$ cat src/rtl/div16x8_seq.sv
// rtl/div16x8_seq.sv - 16-bit by 8-bit sequential restoring divider
//
// Purpose: divides a 16-bit dividend by an 8-bit divisor, one quotient bit
// per clock, producing a = q*b + rem with rem < b. A zero divisor
// completes in a single cycle with q=16'hFFFF, rem=a[7:0] and dz set.
//
// Ports:
//   clk    in   1   clock, rising edge
//   rst_n  in   1   synchronous active-low reset
//   start  in   1   operation request, taken when busy=0
//   a      in  16   dividend, captured when start is taken
//   b      in   8   divisor, captured when start is taken
//   q      out 16   quotient (valid at done, held afterwards)
//   rem    out  8   remainder (valid at done, held afterwards)
//   busy   out  1   iteration in progress
//   done   out  1   one-cycle result-valid pulse
//   dz     out  1   last result was a divide by zero

module div16x8_seq (
    input  logic        clk,
    input  logic        rst_n,
    input  logic        start,
    input  logic [15:0] a,
    input  logic [7:0]  b,
    output logic [15:0] q,
    output logic [7:0]  rem,
    output logic        busy,
    output logic        done,
    output logic        dz
);

    typedef enum logic [1:0] {
        S_IDLE = 2'd0,
        S_RUN  = 2'd1,
        S_DONE = 2'd2
    } state_t;

    state_t      state_q, state_d;
    logic [3:0]  cnt_q,   cnt_d;
    logic [8:0]  prem_q,  prem_d;
    logic [15:0] dvd_q,   dvd_d;
    logic [7:0]  dvs_q,   dvs_d;
    logic [15:0] q_q,     q_d;
    logic [7:0]  rem_q,   rem_d;
    logic        dz_q,    dz_d;

    // One restoring step: shift in the next dividend bit, trial-subtract.
    // The partial remainder is always below the divisor, so its top bit
    // is zero going into a step and only the low eight bits are shifted.
    logic [8:0]  shifted;
    logic [9:0]  trial;
    logic        fits;
    logic [8:0]  prem_next;
    logic        unused_prem_msb;

    assign shifted         = {prem_q[7:0], dvd_q[15]};
    assign trial           = {1'b0, shifted} - {2'b00, dvs_q};
    assign fits            = ~trial[9];
    assign prem_next       = fits ? trial[8:0] : shifted;
    assign unused_prem_msb = prem_q[8];

    // State and datapath registers
    always_ff @(posedge clk) begin
        if (!rst_n) begin
            state_q <= S_IDLE;
            cnt_q   <= 4'd0;
            prem_q  <= 9'd0;
            dvd_q   <= 16'd0;
            dvs_q   <= 8'd0;
            q_q     <= 16'd0;
            rem_q   <= 8'd0;
            dz_q    <= 1'b0;
        end else begin
            state_q <= state_d;
            cnt_q   <= cnt_d;
            prem_q  <= prem_d;
            dvd_q   <= dvd_d;
            dvs_q   <= dvs_d;
            q_q     <= q_d;
            rem_q   <= rem_d;
            dz_q    <= dz_d;
        end
    end

    // Next-state logic
    always_comb begin
        state_d = state_q;
        case (state_q)
            S_IDLE, S_DONE: begin
                if (start) begin
                    state_d = (b != 8'd0) ? S_RUN : S_DONE;
                end else begin
                    state_d = S_IDLE;
                end
            end
            S_RUN: begin
                if (cnt_q == 4'd15) begin
                    state_d = S_DONE;
                end
            end
            default: state_d = S_IDLE;
        endcase
    end

    // Datapath next values; q doubles as the quotient shift register
    always_comb begin
        cnt_d  = cnt_q;
        prem_d = prem_q;
        dvd_d  = dvd_q;
        dvs_d  = dvs_q;
        q_d    = q_q;
        rem_d  = rem_q;
        dz_d   = dz_q;
        case (state_q)
            S_IDLE, S_DONE: begin
                if (start) begin
                    if (b != 8'd0) begin
                        dvd_d  = a;
                        dvs_d  = b;
                        cnt_d  = 4'd0;
                        prem_d = 9'd0;
                        dz_d   = 1'b0;
                    end else begin
                        q_d    = 16'hFFFF;
                        rem_d  = a[7:0];
                        dz_d   = 1'b1;
                    end
                end
            end
            S_RUN: begin
                prem_d = prem_next;
                dvd_d  = {dvd_q[14:0], 1'b0};
                q_d    = {q_q[14:0], fits};
                cnt_d  = cnt_q + 4'd1;
                if (cnt_q == 4'd15) begin
                    rem_d = prem_next[7:0];
                end
            end
            default: begin
                cnt_d = 4'd0;
            end
        endcase
    end

    // Outputs are decoded from registers only
    always_comb begin
        busy = (state_q == S_RUN);
        done = (state_q == S_DONE);
        q    = q_q;
        rem  = rem_q;
        dz   = dz_q;
    end

endmodule

$ cat config.mk
export PLATFORM = sky130hd
export DESIGN_NAME = div16x8_seq
export DESIGN_NICKNAME = d
export VERILOG_FILES = /design/src/rtl/div16x8_seq.sv
export SDC_FILE = /design/constraint.sdc
export NUM_CORES = 1
export LEC_CHECK = 0
export CORE_UTILIZATION = 56
export CTS_BUF_LIST = sky130_fd_sc_hd__clkbuf_16
export CTS_CLUSTER_DIAMETER = 100
export DETAILED_ROUTE_END_ITERATION = 8
export PLACE_DENSITY_LB_ADDON = 0.1
export SETUP_SLACK_MARGIN = 0.5
export SLEW_MARGIN = 10
export SYNTH_ARGS = -nofsm -noshare
export SYNTH_HDL_FRONTEND = slang
export SYNTH_SLANG_ARGS = --single-unit
$ cat constraint.sdc
create_clock -name clk -period 3 [get_ports clk]
set_input_delay 0.6 -clock clk [delete_from_list [all_inputs] [get_ports clk]]
set_output_delay 0.6 -clock clk [all_outputs]
set_load 0.005 [all_outputs]
==> impl_summary.txt, run 1 <==
----------------------------------------------------
[Placed design]
  Count of buffers from port buffering ... 53
  Gpl congestion ... 0.8254
  Total half-perimeter wirelength after legalization and detailed placement ... 4691 um
  Cell area after placement ... 3552 um^2
  Setup slack after placement ... 337.9 ps

[Synthesis]
  Yosys warning total ... 0
  Syn avg cell area ... 8.927 um^2
  Fraction of synthesized cell area taken by the top area cell type ... 0.4230
  Fraction of the yosys area taken by sequential cells ... 0.4230
  Post-synthesis cell count ... 334
  Count of flip-flops with a built-in enable after synthesis ... 0
  Cell taking the most area after synthesis ... dfxtp_1
  Post-synthesis instance area ... 2982 um^2
  Ys async rst share ... 0
  Number of nets in the synthesized netlist ... 371
  Cell variety after synth ... 44
  Synthesized flop and latch total ... 63
  Most used flip-flop cell after synthesis ... dfxtp_1
  Dominant cells by area after synthesis ... dfxtp_1 42%, nand2_1 8.9%, o221a_2 7.2%

[Floorplan]
  Placeable core area ... 5107 um^2
  Total die area ... 5620 um^2
  Chip height ... 74.97 um
  Initial standard-cell utilization of the core ... 0.5838
  Die outline width ... 74.97 um
  Boundary Pins ... 54
  Standard-cell row count ... 26

[Detailed routing]
  Remaining antenna violation count ... 0
  DRT Wirelength ... 7031 um
  Detailed-route vias per instance ... 5.712
  Via total after detailed routing ... 2,616
  TritonRoute pass-1 iters ... 4
  Drc violations ... 0
  WL/cell ... 15.35 um
  Starting DRT DRC Count ... 213

[Clock network]
  CTS root buf ... clkbuf_16
  Clock sink count ... 63
  Clock latency of the later-clocked register in the worst-skew pair ... 320 ps
  TritonCTS Buffers ... 9
  Cells resized by post-CTS repair ... 0
  CTS tree ... yes
  Largest buffer count on any clock path ... 2
  Post-CTS setup buffer count ... 0
  Post-cts hold buffer count ... 0
  H-tree depth reported by CTS ... 3
  CTS clock-pin slew for the worst setup and hold paths ... 50 ps

[Timing]
  Hold violation total from the final report ... 0
  Worst clock skew ... 4.109 ps
  Setup tns final ... 0 ps
  Slew Viols, Final ... 0
  FMAX ... 0.4295 GHz
  Worst relative slew slack ... 0.4770
  Transition time at the pin with the least slew margin ... 784.6 ps
  Final-report setup violation count ... 0
  Post-route setup slack ... 671.5 ps
  Final min period ... 2328 ps
  Final period util ... 0.7762
  RSZ-0062 raised after global routing ... no

[Layout]
  Share of cells above drive strength 1 ... 0.1289
  Fill cell total of the finished layout ... 391
  Antenna diodes ... 0
  Post-route cell area ... 3890 um^2
  Area added between synthesis and finish ... 30.47%
  Most frequent cells in the layout ... 71 x nand2_1, 63 x dfxtp_1, 52 x clkdlybuf4s50_1, 19 x nand3_1, 19 x o221a_2
  Fin nets ... 420
  Most common cell after layout, fill and taps aside ... nand2_1

[Global route]
  Vias in the first global route ... 2,311
  First-pass GRT wire length ... 11,170 um
  Overall fraction of global-route tracks in use ... 0.2692
  GRT overflow ... 0
  Maximum number of pins on one net before global-route repair ... 62
  Initial antenna violation count ... 0

[Setup path]
  Arrival time at the worst endpoint ... 2540 ps
  Element type at the critical path start ... input port
  Critical setup path kind ... in2reg
  Element type at the critical path end ... flip-flop
  WP data required ... 3210 ps
  Maximum fanout along the worst path ... 16
  Setup slack of the most critical reg-to-reg path ... 750 ps

[Hold path]
  Worst min-delay path class ... reg2reg

[Power and ir drop]
  Switching Fraction ... 0.2581
  VDD IR-drop max ... 0.4618 mV
  Sequential share of power ... 0.362
  Combinational cell fraction of total power ... 0.202
  Internal power summed over all cells ... 1.981 mW
  Power per cell area ... 686.5 nW/um^2
  Proportion of power drawn by the clock network ... 0.436
  Net Switching ... 689.1 uW
  Leak pwr ... 1.677 nW

[Outcome]
  Outcome ... finished, final reports clean

[Flow run]
  Max-cap violations ... 0

----------------------------------------------------
[cells by family after synthesis]
group,count (synthesis),share of synthesized area
AO/OA/AOI/OAI,95,0.2652
XOR/XNOR,2,0.005876
adder cells (fa/ha/maj),10,0.04448
buffers and inverters,34,0.04784
flip-flops,63,0.4230
multiplexers,4,0.01385
AND/OR/NAND/NOR,126,0.1998
[critical path: stages]
cell and delay, ps:
clkdlybuf4s50_1 470, nor4_4 370, nand2_2 140, o21ai_4 140
and2_1 460, nand2_1 100, o221a_2 260
[Yosys cell counts (all sizes together) (4+ instances only)]
cell    count
nand3      19
dfxtp      63
a21boi     14
a31oi       5
o221a      19
buf         9
nand2      73
o211a      16
ha          9
clkbuf     13
o21a        4
o21ai      12
nand2b      4
nor2        7
a21oi       9
and2        5
nor2b       8
inv        12
o211ai      4
[through the flow]
step | instances | hold WS (ps) | utilization | power (mW)
2_1_floorplan | 334 | 433.1 | - | 1.323
3_3_place_gp | 442 | 440.6 | 0.6955 | 1.497
3_5_place_dp | 442 | 462.7 | 0.6955 | 1.513
4_1_cts | 458 | 470.0 | 0.7616 | 2.686
5_1_grt | 458 | 505.8 | 0.7616 | 2.800
6_report | 458 | 463.8 | 0.7616 | 2.670
[state kept, by name, indices dropped and copies added (netlist names)]
| name | count |
|---|---|
| cnt_q | 4 |
| dz | 1 |
| dvs_q | 8 |
| rem | 8 |
| q | 16 |
| state_q | 2 |
| prem_q | 8 |
| dvd_q | 16 |
[power groups by stage]
stage	Sequential [mW]	Combinational, mW	Clock (mW)
2_1_floorplan	0.969	0.354	0
3_3_place_gp	0.977	0.521	0
3_5_place_dp	0.981	0.533	0
6_report	0.966	0.541	1.16
5_1_grt	0.973	0.607	1.22
4_1_cts	0.965	0.539	1.18
[final cells by class]
type                    instances  area, um^2  area share
clock buffers                   9       225.2     0.05790
flip-flops and latches         63        1261      0.3242
repair buffers                 60       578.1      0.1486
well taps                      70       87.58     0.02252
clock inverters                 7       112.6     0.02895
inverters                      12       45.04     0.01158
multi-input cells             237        1580      0.4062
[worst paths after layout]
kind                                from  cells after the start   endpoint
worst min register to register  dvs_q[3]                      2   dvs_q[3]
worst min-delay path            dvs_q[3]                      2   dvs_q[3]
worst max-delay path                b[7]                      7     rem[4]
worst max register to register  dvs_q[6]                      8  prem_q[6]
[layer usage]
layer	GRT usage	vias to the layer above	wire, um
li1	-	1307	-
met1	0.3618	1219	3101
met2	0.4224	78	3443
met3	0.04552	12	366
met4	0.1279	0	120
met5	0	-	0
(Power assumes the default switching activity.)
==> run 2: changes to the inputs <==
--- a/config.mk
+++ b/config.mk
@@ -5,7 +5,7 @@
 export SDC_FILE = /design/constraint.sdc
 export NUM_CORES = 1
 export LEC_CHECK = 0
-export CORE_UTILIZATION = 56
+export CORE_UTILIZATION = 52
 export CTS_BUF_LIST = sky130_fd_sc_hd__clkbuf_16
 export CTS_CLUSTER_DIAMETER = 100
 export DETAILED_ROUTE_END_ITERATION = 8
==> constraint.sdc (replaced) <==
create_clock -name clk -period 2.45 [get_ports clk]
set_input_delay 0.49 -clock clk [delete_from_list [all_inputs] [get_ports clk]]
set_output_delay 0.49 -clock clk [all_outputs]
set_load 0.005 [all_outputs]
==> impl_summary.txt, run 2 (synthesis results as in run 1) <==
----------------------------------------------------
[Detailed routing]
  TritonRoute pass-1 iters ... 4
  Detailed-route vias per instance ... 5.770
  DRT Wirelength ... 7797 um
  Remaining antenna violation count ... 0
  Via total after detailed routing ... 2,764
  WL/cell ... 16.28 um
  Drc violations ... 0
  Starting DRT DRC Count ... 191

[Clock network]
  Clock sink count ... 63
  CTS clock-pin slew for the worst setup and hold paths ... 60 ps
  TritonCTS Buffers ... 9
  Clock latency of the later-clocked register in the worst-skew pair ... 330 ps
  H-tree depth reported by CTS ... 3
  CTS root buf ... clkbuf_16
  Post-cts hold buffer count ... 0
  CTS tree ... yes
  Largest buffer count on any clock path ... 2

[Setup path]
  WP data required ... 2670 ps
  Number of cell instances on the worst register-to-register path ... 7
  Element type at the critical path start ... flip-flop
  Delay of the slowest cell on the worst path ... 410 ps
  Cell with the largest stage delay on the worst path ... a221oi_4
  Worst path buffer plus inverter count ... 0
  Critical setup path kind ... reg2reg
  Cells along the critical path ... ha_4 -> a21o_1 -> a221oi_4 -> nand2_4 -> mux2i_1 -> nor2_1 -> o221a_2
  Element type at the critical path end ... flip-flop
  Maximum fanout along the worst path ... 5
  Cell type group with the largest total delay on the critical path ... compound AO/OA/AOI/OAI gates
  Arrival time at the worst endpoint ... 2210 ps
  Setup slack of the most critical reg-to-reg path ... 460 ps
  Worst reg2reg endpoint ... rem[4]
  Worst r2r src ... prem_q[5]

[Floorplan]
  Total die area ... 6040 um^2
  Placeable core area ... 5507 um^2
  Boundary Pins ... 54
  Chip height ... 77.72 um
  Standard-cell row count ... 27
  Initial standard-cell utilization of the core ... 0.5415
  Die outline width ... 77.72 um

[Timing]
  Final min period ... 1988 ps
  Setup tns final ... 0 ps
  Final-report setup violation count ... 0
  Transition time at the pin with the least slew margin ... 553.3 ps
  Post-route setup slack ... 461.7 ps
  Final period util ... 0.8116
  RSZ-0062 raised after global routing ... yes
  Hold violation total from the final report ... 0
  Slew Viols, Final ... 0
  Worst clock skew ... 7.416 ps
  Worst relative slew slack ... 0.6312
  FMAX ... 0.5029 GHz

[Layout]
  Share of cells above drive strength 1 ... 0.2604
  Most frequent cells in the layout ... 69 x nand2_1, 53 x dfxtp_1, 47 x clkdlybuf4s50_1, 20 x buf_4, 19 x o221a_2
  Antenna diodes ... 0
  Most common cell after layout, fill and taps aside ... nand2_1
  Fin nets ... 439
  Post-route insts no fill ... 479
  Post-route cell area ... 4239 um^2
  Area added between synthesis and finish ... 42.17%
  Utilization after layout ... 0.7698

[Power and ir drop]
  VDD IR-drop max ... 0.5355 mV
  Power per cell area ... 788.3 nW/um^2
  Internal power summed over all cells ... 2.361 mW
  Leak pwr ... 1.846 nW
  Sequential share of power ... 0.356
  Combinational cell fraction of total power ... 0.266
  Net Switching ... 980.7 uW
  Switching Fraction ... 0.2935
  Proportion of power drawn by the clock network ... 0.378

[Placed design]
  DP Cell Count ... 447
  Total half-perimeter wirelength after legalization and detailed placement ... 4599 um
  Count of buffers from port buffering ... 53
  Setup slack after placement ... 105.2 ps
  Cell area after placement ... 3621 um^2
  Gpl congestion ... 0.8377

[Hold path]
  Worst min-delay path endpoint ... dvd_q[0]
  Worst min-delay path class ... reg2reg
  Hold-critical path depth ... 2
  Startpoint of the worst hold path ... dvd_q[0]

[Global route]
  First-pass GRT wire length ... 11,870 um
  Maximum number of pins on one net before global-route repair ... 59
  Initial antenna violation count ... 0
  Overall fraction of global-route tracks in use ... 0.2518
  Vias in the first global route ... 2,493
  GRT overflow ... 0

[Flow run]
  Max-cap violations ... 0

[Outcome]
  Outcome ... finished, final reports clean

----------------------------------------------------
==> run 2: repair_timing <==
action | 4_1_cts | 5_1_grt
buffers inserted | 8 | 7
setup endpoints to repair | 14 | 36
resized for setup | 30 | 27
gates cloned | 1 | 0
pin swaps | 16 | 20
==> run 2: worst min-delay path: stages, from the launching register on <==
cell and delay, ps:
dfxtp_1 310, nand2_1 50, a21oi_1 50
==> run 2: through the flow <==
step	hold slack (ps)	power (mW)
detailed placement	443.2	1.876
global route	464.8	3.471
global placement	439.1	1.861
finish	452.0	3.342
CTS	450.9	3.226
floorplan	433.1	1.624
==> run 2: power by group through the flow <==
stage	Combinational (mW)	Clock, mW	Sequential (mW)
floorplan	0.438	0	1.19
global placement	0.665	0	1.20
detailed placement	0.678	0	1.20
CTS	0.762	1.28	1.18
global route	0.949	1.32	1.20
finish	0.890	1.26	1.19
==> run 2: routing by layer <==
metal | GRT usage | wire length (um) | vias up | part of all wire
met5 | 0 | 0 | - | 0
met4 | 0.1189 | 107 | 0 | 0.014
met3 | 0.03765 | 319 | 10 | 0.041
met2 | 0.4195 | 3882 | 79 | 0.50
met1 | 0.3184 | 3487 | 1333 | 0.45
li1 | - | - | 1342 | -
==> run 2: how the worst max path moves through the flow <==
stage / cells past startpoint / from / endpoint
floorplan: 8 / dvs_q[6] / rem[4]
global placement: 8 / b[7] / rem[3]
detailed placement: 8 / b[3] / rem[4]
CTS: 9 / dvd_q[15] / rem[6]
global route: 7 / prem_q[5] / rem[4]
finish: 7 / prem_q[5] / rem[4]
==> run 2: area by class of cell <==
| cell class | count | area (um^2) |
|---|---|---|
| clock buffer | 9 | 225.2 |
| clock inverter | 7 | 73.82 |
| fill | 339 | 1267 |
| inverter | 12 | 45.04 |
| multi-input combinational | 238 | 1760 |
| sequential | 63 | 1274 |
| tap | 72 | 90.09 |
| timing repair buffer | 78 | 770.7 |
==> run 3: changes to the inputs <==
==> constraint.sdc (replaced) <==
create_clock -name clk -period 1.95 [get_ports clk]
set_input_delay 0.39 -clock clk [delete_from_list [all_inputs] [get_ports clk]]
set_output_delay 0.39 -clock clk [all_outputs]
set_load 0.005 [all_outputs]
==> impl_summary.txt, run 3 (synthesis results as in run 1) <==
----------------------------------------------------
[Setup path]
  Element type at the critical path end ... flip-flop
  Cells along the critical path ... inv_1 -> ha_4 -> o211ai_1 -> a211o_1 -> nand2_4 -> mux2i_1 -> nor2_1 -> o221a_2
  Cell with the largest stage delay on the worst path ... a211o_1
  Element type at the critical path start ... flip-flop
  Delay of the slowest cell on the worst path ... 350 ps
  WP data required ... 2160 ps
  Arrival time at the worst endpoint ... 2300 ps
  Critical setup path kind ... reg2reg
  Maximum fanout along the worst path ... 6

[Floorplan]
  Standard-cell row count ... 27
  Die outline width ... 77.72 um
  Placeable core area ... 5507 um^2
  Initial standard-cell utilization of the core ... 0.5415
  Total die area ... 6040 um^2
  Chip height ... 77.72 um
  Boundary Pins ... 54

[Detailed routing]
  Remaining antenna violation count ... 0
  DRT Wirelength ... 9109 um
  Drc violations ... 0
  Detailed-route vias per instance ... 5.787
  Via total after detailed routing ... 2,905
  TritonRoute pass-1 iters ... 4
  Starting DRT DRC Count ... 184
  WL/cell ... 18.15 um

[Global route]
  Vias in the first global route ... 2,692
  GRT overflow ... 0
  Maximum number of pins on one net before global-route repair ... 62
  Overall fraction of global-route tracks in use ... 0.2796
  First-pass GRT wire length ... 12,940 um
  Initial antenna violation count ... 0

[Clock network]
  CTS root buf ... clkbuf_16
  CTS tree ... yes
  H-tree depth reported by CTS ... 3
  Clock sink count ... 63
  Clock latency of the later-clocked register in the worst-skew pair ... 330 ps
  Largest buffer count on any clock path ... 2
  CTS clock-pin slew for the worst setup and hold paths ... 50 ps
  TritonCTS Buffers ... 9

[Timing]
  Post-route setup slack ... -131.7 ps
  Worst clock skew ... 2.680 ps
  FMAX ... 0.4804 GHz
  Transition time at the pin with the least slew margin ... 367.0 ps
  Final period util ... 1.068
  Slew Viols, Final ... 0
  RSZ-0062 raised after global routing ... yes
  Final min period ... 2082 ps
  Final-report setup violation count ... 9
  Hold violation total from the final report ... 0
  Worst relative slew slack ... 0.7543

[Placed design]
  Count of buffers from port buffering ... 53
  Total half-perimeter wirelength after legalization and detailed placement ... 4924 um
  Cell area after placement ... 3867 um^2
  Gpl congestion ... 0.8236
  Setup slack after placement ... -233.0 ps

[Layout]
  Share of cells above drive strength 1 ... 0.4070
  Most frequent cells in the layout ... 62 x nand2_1, 35 x buf_4, 31 x dfxtp_1, 31 x dfxtp_2, 26 x dlygate4sd2_1
  Area added between synthesis and finish ... 55.35%
  Post-route cell area ... 4632 um^2
  Antenna diodes ... 0
  Fill cell total of the finished layout ... 311
  Most common cell after layout, fill and taps aside ... nand2_1
  Fin nets ... 462

[Power and ir drop]
  Leak pwr ... 2.159 nW
  VDD IR-drop max ... 0.6713 mV
  Power per cell area ... 973.2 nW/um^2

[Outcome]
  Outcome ... complete, but fails checks
  Violations in the final reports ... setup timing

[Flow run]
  Max-cap violations ... 0

[Hold path]
  Worst min-delay path class ... in2reg

----------------------------------------------------
-- run 3: cell types whose count changed in the layout (fill, tap and decap cells not counted), moves of 7 or more --
cell / before / now
dfxtp_2: 10 / 31
buf_6: 2 / 10
buf_4: 20 / 35
dlygate4sd2_1: 0 / 26
nand2_1: 69 / 62
dfxtp_1: 53 / 31
clkdlybuf4s50_1: 47 / 16
-- run 3: final cells by class --
type	count	area [um^2]	area share
clock buffer	9	225.2	0.04862
clock inverter	7	80.08	0.01729
inverter	12	47.55	0.01026
multi-input combinational	237	1899	0.4100
sequential	63	1304	0.2815
tap	72	90.09	0.01945
timing repair buffer	102	985.9	0.2129
-- run 3: path summary, 6_finish.rpt --
kind | from | end | slack (ps) | cells after the start
hold reg to reg | dvs_q[3] | dvs_q[3] | 470 | 2
setup / recovery | dvs_q[3] | rem[4] | -130 | 8
hold / removal | b[4] | dvs_q[4] | 320 | 3
setup reg to reg | dvs_q[3] | rem[4] | -130 | 8
-- run 3: stage by stage --
step	total power [mW]	std cells	setup TNS (ps)	hold slack, ps	util
floorplan	2.103	334	0	433.1	-
CTS	4.285	495	0	344.9	0.8014
finish	4.508	502	-438.1	321.6	0.8412
detailed placement	2.489	462	-6351	462.8	0.7023
global route	4.663	502	-1357	340.8	0.8412
global placement	2.464	462	-5055	439.8	0.7023
-- run 3: per-layer routing --
layer | global-route usage | vias up | wire (um) | share of wire
met2 | 0.4646 | 112 | 4580 | 0.50
met5 | 0 | - | 0 | 0
met4 | 0.1434 | 0 | 264 | 0.029
met1 | 0.3519 | 1385 | 3704 | 0.41
met3 | 0.03882 | 22 | 559 | 0.061
li1 | - | 1386 | - | -
-- run 3: where the power goes --
group	switching (mW)	total, mW	leakage, nW	internal, mW
registers	0.0898	1.50	0.530	1.42
clock network	0.562	1.66	0.157	1.10
logic	0.647	1.34	1.47	0.696
-- run 3: critical path, delay by kind of cell (launching register included) --
kind / cells / cell delay [ps]
adders and majority gates: 1 / 290
DFF: 1 / 320
and+or+nand+nor: 2 / 280
buffers and inverters: 1 / 60
AOI/OAI and AO/OA: 3 / 750
muxes: 1 / 260
-- run 3: repair_timing --
action                     CTS  global route
hold buffers                 0             0
setup endpoints to repair   90            56
setup buffers               17             5
gates resized for setup    122            43
pin swaps                   29            20
gates cloned                 0             2
